**src/rtl/serial_add_ctrl.sv**
```systemverilog
// Bit-serial add sequencer driving one external full-adder cell, LSB first.
// Optional signed-overflow output enabled by defining SERIAL_ADD_OVF_EN.
module serial_add_ctrl #(
  parameter int WIDTH = 4
) (
  input  logic             clk,
  input  logic             reset,
  input  logic             in_valid,
  output logic             in_ready,
  input  logic [WIDTH-1:0] in_a,
  input  logic [WIDTH-1:0] in_b,
  input  logic             in_cin,
  output logic             out_valid,
  input  logic             out_ready,
  output logic [WIDTH-1:0] out_sum,
  output logic             out_cout,
  output logic             busy,
  output logic             fa_a,
  output logic             fa_b,
  output logic             fa_cin,
  input  logic             fa_s,
  input  logic             fa_cout,
  output logic [1:0]       dbg_state
`ifdef SERIAL_ADD_OVF_EN
  ,
  output logic             ovf
`endif
);

  // Handshakes: a transfer happens on a rising edge where valid && ready;
  // valid-side data is held stable until that edge, ready never waits on valid.

  localparam int CW = (WIDTH > 1) ? $clog2(WIDTH) : 1;
  localparam logic [CW-1:0] LAST = CW'(WIDTH - 1);

  typedef enum logic [1:0] {
    IDLE = 2'd0,
    RUN  = 2'd1,
    DONE = 2'd2
  } state_t;

  state_t           state;
  logic [WIDTH-1:0] a_sh;
  logic [WIDTH-1:0] b_sh;
  logic [WIDTH-1:0] sum_sh;
  logic             carry;
  logic [CW-1:0]    cnt;

  always_ff @(posedge clk) begin
    if (reset) begin
      state     <= IDLE;
      a_sh      <= '0;
      b_sh      <= '0;
      sum_sh    <= '0;
      carry     <= 1'b0;
      cnt       <= '0;
      in_ready  <= 1'b1;
      out_valid <= 1'b0;
      busy      <= 1'b0;
`ifdef SERIAL_ADD_OVF_EN
      ovf       <= 1'b0;
`endif
    end else begin
      case (state)
        IDLE: begin
          if (in_valid) begin
            a_sh     <= in_a;
            b_sh     <= in_b;
            carry    <= in_cin;
            cnt      <= '0;
            state    <= RUN;
            in_ready <= 1'b0;
            busy     <= 1'b1;
          end
        end
        RUN: begin
          // The sum register fills from the top so bit 0 lands last at the LSB.
          sum_sh <= {fa_s, sum_sh[WIDTH-1:1]};
          carry  <= fa_cout;
          a_sh   <= a_sh >> 1;
          b_sh   <= b_sh >> 1;
          cnt    <= cnt + CW'(1);
          if (cnt == LAST) begin
            state     <= DONE;
            out_valid <= 1'b1;
`ifdef SERIAL_ADD_OVF_EN
            ovf       <= carry ^ fa_cout;
`endif
          end
        end
        DONE: begin
          if (out_ready) begin
            state     <= IDLE;
            out_valid <= 1'b0;
            in_ready  <= 1'b1;
            busy      <= 1'b0;
          end
        end
        default: begin
          state     <= IDLE;
          out_valid <= 1'b0;
          in_ready  <= 1'b1;
          busy      <= 1'b0;
        end
      endcase
    end
  end

  always_comb begin
    fa_a   = 1'b0;
    fa_b   = 1'b0;
    fa_cin = 1'b0;
    if (state == RUN) begin
      fa_a   = a_sh[0];
      fa_b   = b_sh[0];
      fa_cin = carry;
    end
  end

  assign out_sum   = sum_sh;
  assign out_cout  = carry;
  assign dbg_state = state;

endmodule

```
**config.mk**
```make
export PLATFORM = sky130hd
export DESIGN_NAME = serial_add_ctrl
export DESIGN_NICKNAME = d
export VERILOG_FILES = /design/src/rtl/serial_add_ctrl.sv
export SDC_FILE = /design/constraint.sdc
export NUM_CORES = 1
export LEC_CHECK = 0
export CORE_MARGIN = 4
export CORE_UTILIZATION = 45
export DETAILED_ROUTE_END_ITERATION = 10
export MAX_ROUTING_LAYER = met4
export PLACE_DENSITY = 0.77
export SETUP_SLACK_MARGIN = 0.5
export SYNTH_ARGS = -nofsm -noshare
export SYNTH_HDL_FRONTEND = slang
export SYNTH_SLANG_ARGS = --single-unit
```
**constraint.sdc**
```tcl
create_clock -name clk -period 1.4 [get_ports clk]
set_input_delay 0.21 -clock clk [delete_from_list [all_inputs] [get_ports clk]]
set_output_delay 0.21 -clock clk [all_outputs]
set_load 0.03 [all_outputs]
```
==> results.toml, run 1 <==
[run_status]
status = "complete, no violations"

[floorplanning]
start_util = 0.470
die_w_um = 53.3
num_rows = 16
die_h_um = 53.3
dieArea_um2 = 2840
pin_count = 28
core_area_um2 = 1960

[logic_synthesis]
synth_compound_area_frac = 0.204
ys_warn_count = 0
synth_nets = 109
synthAdderAreaFrac = 0.0136
synthMuxAreaShare = 0.130
ys_seq_elements = 20
synth_cell_types = 25
synth_top_family_by_area = "compound AO/OA/AOI/OAI gates"
seq_area_frac_synth = 0.434
synth_simple_gate_area_frac = 0.155
syn_area_per_cell_um2 = 9.92
synth_xor_xnor_area_share = 0
netlist_area_um2 = 922
synthCells = 93

[global_route]
antenna_found_initial = 0
grt_pass1_vias = 900
grt_max_degree = 20
gr-usage-all-layers = 0.212
grt_overflow = 0
grt_pass1_wl_um = 4140

[worst_setup_path]
path_class = "register to output port"
worstSetupStartpointType = "register"
cp-end-kind = "output port"
arrival_ns = 1.13
cpPeakStageDelay_ns = 0.36
path_cells = "nor2b_4, and2_4, buf_6"
cp_max_fo = 4
cp.required_ns = 1.19
r2r_cells = 5
slowest_stage = "dfxtp_4"

[sta]
setup_slack_ns = 0.0626
finalSetupViolCount = 0
drv_slew = 0
tns_ns = 0
relSlewSlack = 0.826
max_freq_mhz = 748
period_minus_slack_ns = 1.34
rsz0062_at_grt = "yes"
hold_viol = 0
skew_ns = 0.00540
worst_pin_slew_ns = 0.260
post-route-period-util = 0.955

[placement]
io_buffers = 27
place.gp.congestion = 0.702
hpwl_um = 1440
dp_slack_ns = 0.00279

[route]
first_pass_iters = 4
wire_per_inst_um = 16.5
drc_errors = 0
viasPerCell = 5.33
vias = 880
drt-total-wl_um = 2730
ant_nets = 0
drt_iter0_markers = 22

[clock_tree]
numCtsBuffers = 3
numClockSinks = 20
path_clk_slew_ns = 0.11
cts_tree = "yes"
clk_path_buf_depth = 2
cts_hold_buf = 0
cts_max_level = 1
clock_latency_ns = 0.30
root_buffer = "clkbuf_4"

[power]
leakagePower_nw = 0.627
cellPowerDensity_nw_per_um2 = 867
vdd_ir_drop_max_uv = 753

[cells_and_area]
drive_above_1_share = 0.565
area_delta_synth_final_pct = 67.0
fin_nets = 155
antenna_cells = 0

[flow_run]
cap_violations = 0

[worst_hold_path]
min_path_type = "register to register"
hold_depth = 1
==> flip-flops by register name (all words and copies together) (netlist names) <==
name / count
b_sh: 4
out_valid: 1
busy: 1
cnt: 2
out_sum: 4
dbg_state: 2
a_sh: 4
out_cout: 1
in_ready: 1
==> synth_stat cells <==
cell type,n,area (µm²)
a21oi_1,5,25.0
a22oi_1,1,7.51
o21ai_0,3,15.0
nand3b_1,2,15.0
buf_4,1,7.51
and2_1,3,18.8
buf_8,1,15.0
nor3b_1,1,7.51
nor2b_1,3,18.8
a211oi_2,8,100
buf_2,2,10.0
nand2b_1,1,6.26
buf_6,1,11.3
dfxtp_1,20,400
clkbuf_1,1,3.75
inv_1,1,3.75
nor3_1,1,5.00
o21ai_1,3,15.0
a2bb2oi_1,1,8.76
clkbuf_4,1,7.51
nand2_1,1,3.75
mux2i_1,12,120
o21ba_4,1,16.3
ha_1,1,12.5
nor2_1,18,67.6
==> area by class of cell <==
class / instances / area, µm²
Clock buffer: 4 / 36.3
Fill cell: 120 / 422
Inverter: 1 / 3.75
Multi-Input combinational cell: 66 / 572
Sequential cell: 20 / 419
Tap cell: 27 / 33.8
Timing Repair Buffer: 47 / 475
==> stage by stage <==
stage               area [µm²]   util  hold slack [ns]  power, mW  std cells
floorplan                  950      -            0.357      0.824         93
global placement          1240  0.634            0.463      0.917        146
detailed placement        1240  0.634            0.476      0.925        146
CTS                       1480  0.754            0.478       1.32        162
global route              1540  0.785            0.480       1.40        165
finish                    1540  0.785            0.463       1.34        165
==> timing repair <==
item	CTS	global route
setup buffers	11	3
gates resized for setup	89	17
pin swaps	6	9
setup endpoints to repair	33	33
gates cloned	1	0
==> placed cells by master, fill, tap and decap left out, types with 4 or more instances in the layout <==
cell,synthesis,layout
dfxtp_2,0,9
clkdlybuf4s50_1,0,14
dfxtp_1,20,9
mux2i_1,12,12
buf_4,1,14
nor2_1,18,13
buf_6,1,16
a211oi_2,8,8
o21ai_2,0,4
==> routing by layer <==
metal	GRT usage	vias to the layer above	part of all wire
met3	0.0366	9	0.033
met1	0.212	427	0.40
li1	-	418	-
met2	0.373	26	0.54
met5	-	-	0
met4	0.136	0	0.024
==> critical path, delay by kind of cell, from the launching register on <==
family                 cells  cell delay [ns]
flip-flops                 1             0.36
buffers and inverters      1             0.12
AND/OR/NAND/NOR            2             0.34
==> power breakdown <==
part	switching [mW]	total (mW)	internal (mW)
sequential	0.0302	0.638	0.608
clock	0.166	0.325	0.159
combinational	0.175	0.373	0.198
total	0.372	1.34	0.964
==> final timing paths <==
| kind | startpoint | end | slack (ns) |
|---|---|---|---|
| min reg2reg | cnt[0]$_SDFFE_PP0P_ | cnt[0]$_SDFFE_PP0P_ | 0.46 |
| min | cnt[0]$_SDFFE_PP0P_ | cnt[0]$_SDFFE_PP0P_ | 0.46 |
| max | dbg_state[0]$_SDFFE_PP0P_ | fa_b | 0.06 |
| max reg2reg | dbg_state[0]$_SDFFE_PP0P_ | b_sh[2]$_SDFFE_PP0P_ | 0.18 |
==> cell families after synthesis <==
family	after synthesis
compound gates	22
mux	12
buf+inv	8
fa+ha+maj	1
simple gates	30
flops	20
(Power assumes the default switching activity.)
==> run 2, diff against run 1 <==
CORE_UTILIZATION = 47   (was 45)
CTS_BUF_LIST = sky130_fd_sc_hd__clkbuf_8   (was unset)
PLACE_DENSITY = 0.8   (was 0.77)
==> run 2 against run 1 <==
Effect of this change: clock skew shrank 0.0018 ns; clock power grew 24%; cell count grew 4.2%; combinational power grew 16%; total power grew 10%; hold slack gained 0.042 ns.
==> results.toml, run 2 (synthesis gave the netlist of run 1 again) <==
[run_status]
status = "complete, no violations"

[sta]
finalSetupViolCount = 0
period_minus_slack_ns = 1.31
tns_ns = 0
worst_pin_slew_ns = 0.256
drv_slew = 0
relSlewSlack = 0.828
hold_slack_ns = 0.505
max_freq_mhz = 765
hold_viol = 0
rsz0062_at_grt = "yes"
setup_slack_ns = 0.0931
post-route-period-util = 0.933
skew_ns = 0.00360

[power]
cellPowerDensity_nw_per_um2 = 891
power_frac_seq = 0.436
totalPowerFinal_mw = 1.48
vdd_ir_drop_max_uv = 606
clockPowerShare = 0.273
combPwrFrac = 0.292
leakagePower_nw = 0.685
switching_share = 0.299
switchingPower_mw = 0.440
intPower_mw = 1.03

[worst_setup_path]
cp-end-kind = "output port"
slowest_stage = "dfxtp_4"
path_cells = "nor2b_4, and2_4, buf_6"
arrival_ns = 1.10
path_class = "register to output port"
worstSetupStartpointType = "register"
cpPeakStageDelay_ns = 0.35
cp.required_ns = 1.19
cp_max_fo = 4

[worst_hold_path]
min_path_type = "register to register"

[cells_and_area]
drive_above_1_share = 0.592
fill_cells = 51
fin_util = 0.928
design_area_um2 = 1660
area_delta_synth_final_pct = 79.5
final_cell_mix = "buf_6, buf_4, clkdlybuf4s50_1"
stdcell_count = 172
fin_nets = 164
antenna_cells = 0

[placement]
hpwl_um = 1430
placed_area_um2 = 1240
dp_slack_ns = -0.0188
io_buffers = 27
place.gp.congestion = 0.792
post-place-cells = 145

[clock_tree]
clk_path_buf_depth = 2
numClockSinks = 20
cts_hold_buf = 0
numCtsBuffers = 3
root_buffer = "clkbuf_8"
cts_max_level = 1
cts_tree = "yes"
path_clk_slew_ns = 0.08
clock_latency_ns = 0.26

[flow_run]
cap_violations = 0

[floorplanning]
num_rows = 15
core_area_um2 = 1780
start_util = 0.517
dieArea_um2 = 2730
die_h_um = 52.3
die_w_um = 52.3
pin_count = 28

[global_route]
grt_max_degree = 12
antenna_found_initial = 0
gr-usage-all-layers = 0.249
grt_pass1_vias = 1037
grt_pass1_wl_um = 4900
grt_overflow = 0

[route]
top_layer = "met4"
wire_per_inst_um = 20.7
drc_errors = 0
wl_met1_um = 1360
vias = 979
first_pass_iters = 4
ant_nets = 0
drt_iter0_markers = 20
route.met2.wl_um = 1870
viasPerCell = 5.69
drt-total-wl_um = 3560
met3_length_um = 203
-- run 2: cell count changes in the layout (fill, tap and decap cells not counted), moves of 2 or more --
cell	previous run	this run
nor2_4	3	5
buf_6	16	19
clkbuf_4	3	0
clkbuf_8	1	3
buf_4	14	19
mux2i_1	12	10
dfxtp_2	9	7
-- run 2: per-layer routing --
metal / GRT usage / vias up
li1: - / 435
met1: 0.263 / 480
met2: 0.459 / 50
met3: 0.0427 / 14
met4: 0.0936 / 0
met5: - / -
-- run 2: layout make-up --
type	count	area (µm²)	share of cell area
Multi-Input combinational cell	66	589	0.356
Sequential cell	20	420	0.254
Clock inverter	1	3.75	0.00227
Timing Repair Buffer	56	566	0.342
Clock buffer	3	41.3	0.0249
Inverter	1	3.75	0.00227
Tap cell	25	31.3	0.0189
-- run 2: final timing paths --
path	to	slack, ns	cells past startpoint	from
min reg2reg	busy$_SDFFE_PP0P_	0.51	2	busy$_SDFFE_PP0P_
min	busy$_SDFFE_PP0P_	0.51	2	busy$_SDFFE_PP0P_
max	fa_a	0.09	3	dbg_state[0]$_SDFFE_PP0P_
max reg2reg	a_sh[1]$_SDFFE_PP0P_	0.13	5	dbg_state[0]$_SDFFE_PP0P_
-- run 2: power by group through the flow --
stage / clock (mW) / sequential (mW) / combinational (mW)
2_1_floorplan: 0 / 0.669 / 0.155
3_3_place_gp: 0 / 0.643 / 0.271
3_5_place_dp: 0 / 0.644 / 0.277
4_1_cts: 0.382 / 0.632 / 0.370
5_1_grt: 0.422 / 0.644 / 0.452
6_report: 0.402 / 0.642 / 0.431
-- run 2: critical path: cells and delay by family (launching register included) --
family,cells,cell delay (ns)
DFF,1,0.35
buffers and inverters,1,0.12
and+or+nand+nor,2,0.35
-- run 2: timing repair --
item / 4_1_cts / 5_1_grt
pin swaps: 15 / 7
gates cloned: 1 / 0
resized for setup: 99 / 22
endpoints found under the setup margin: 33 / 33
buffers inserted: 18 / 4
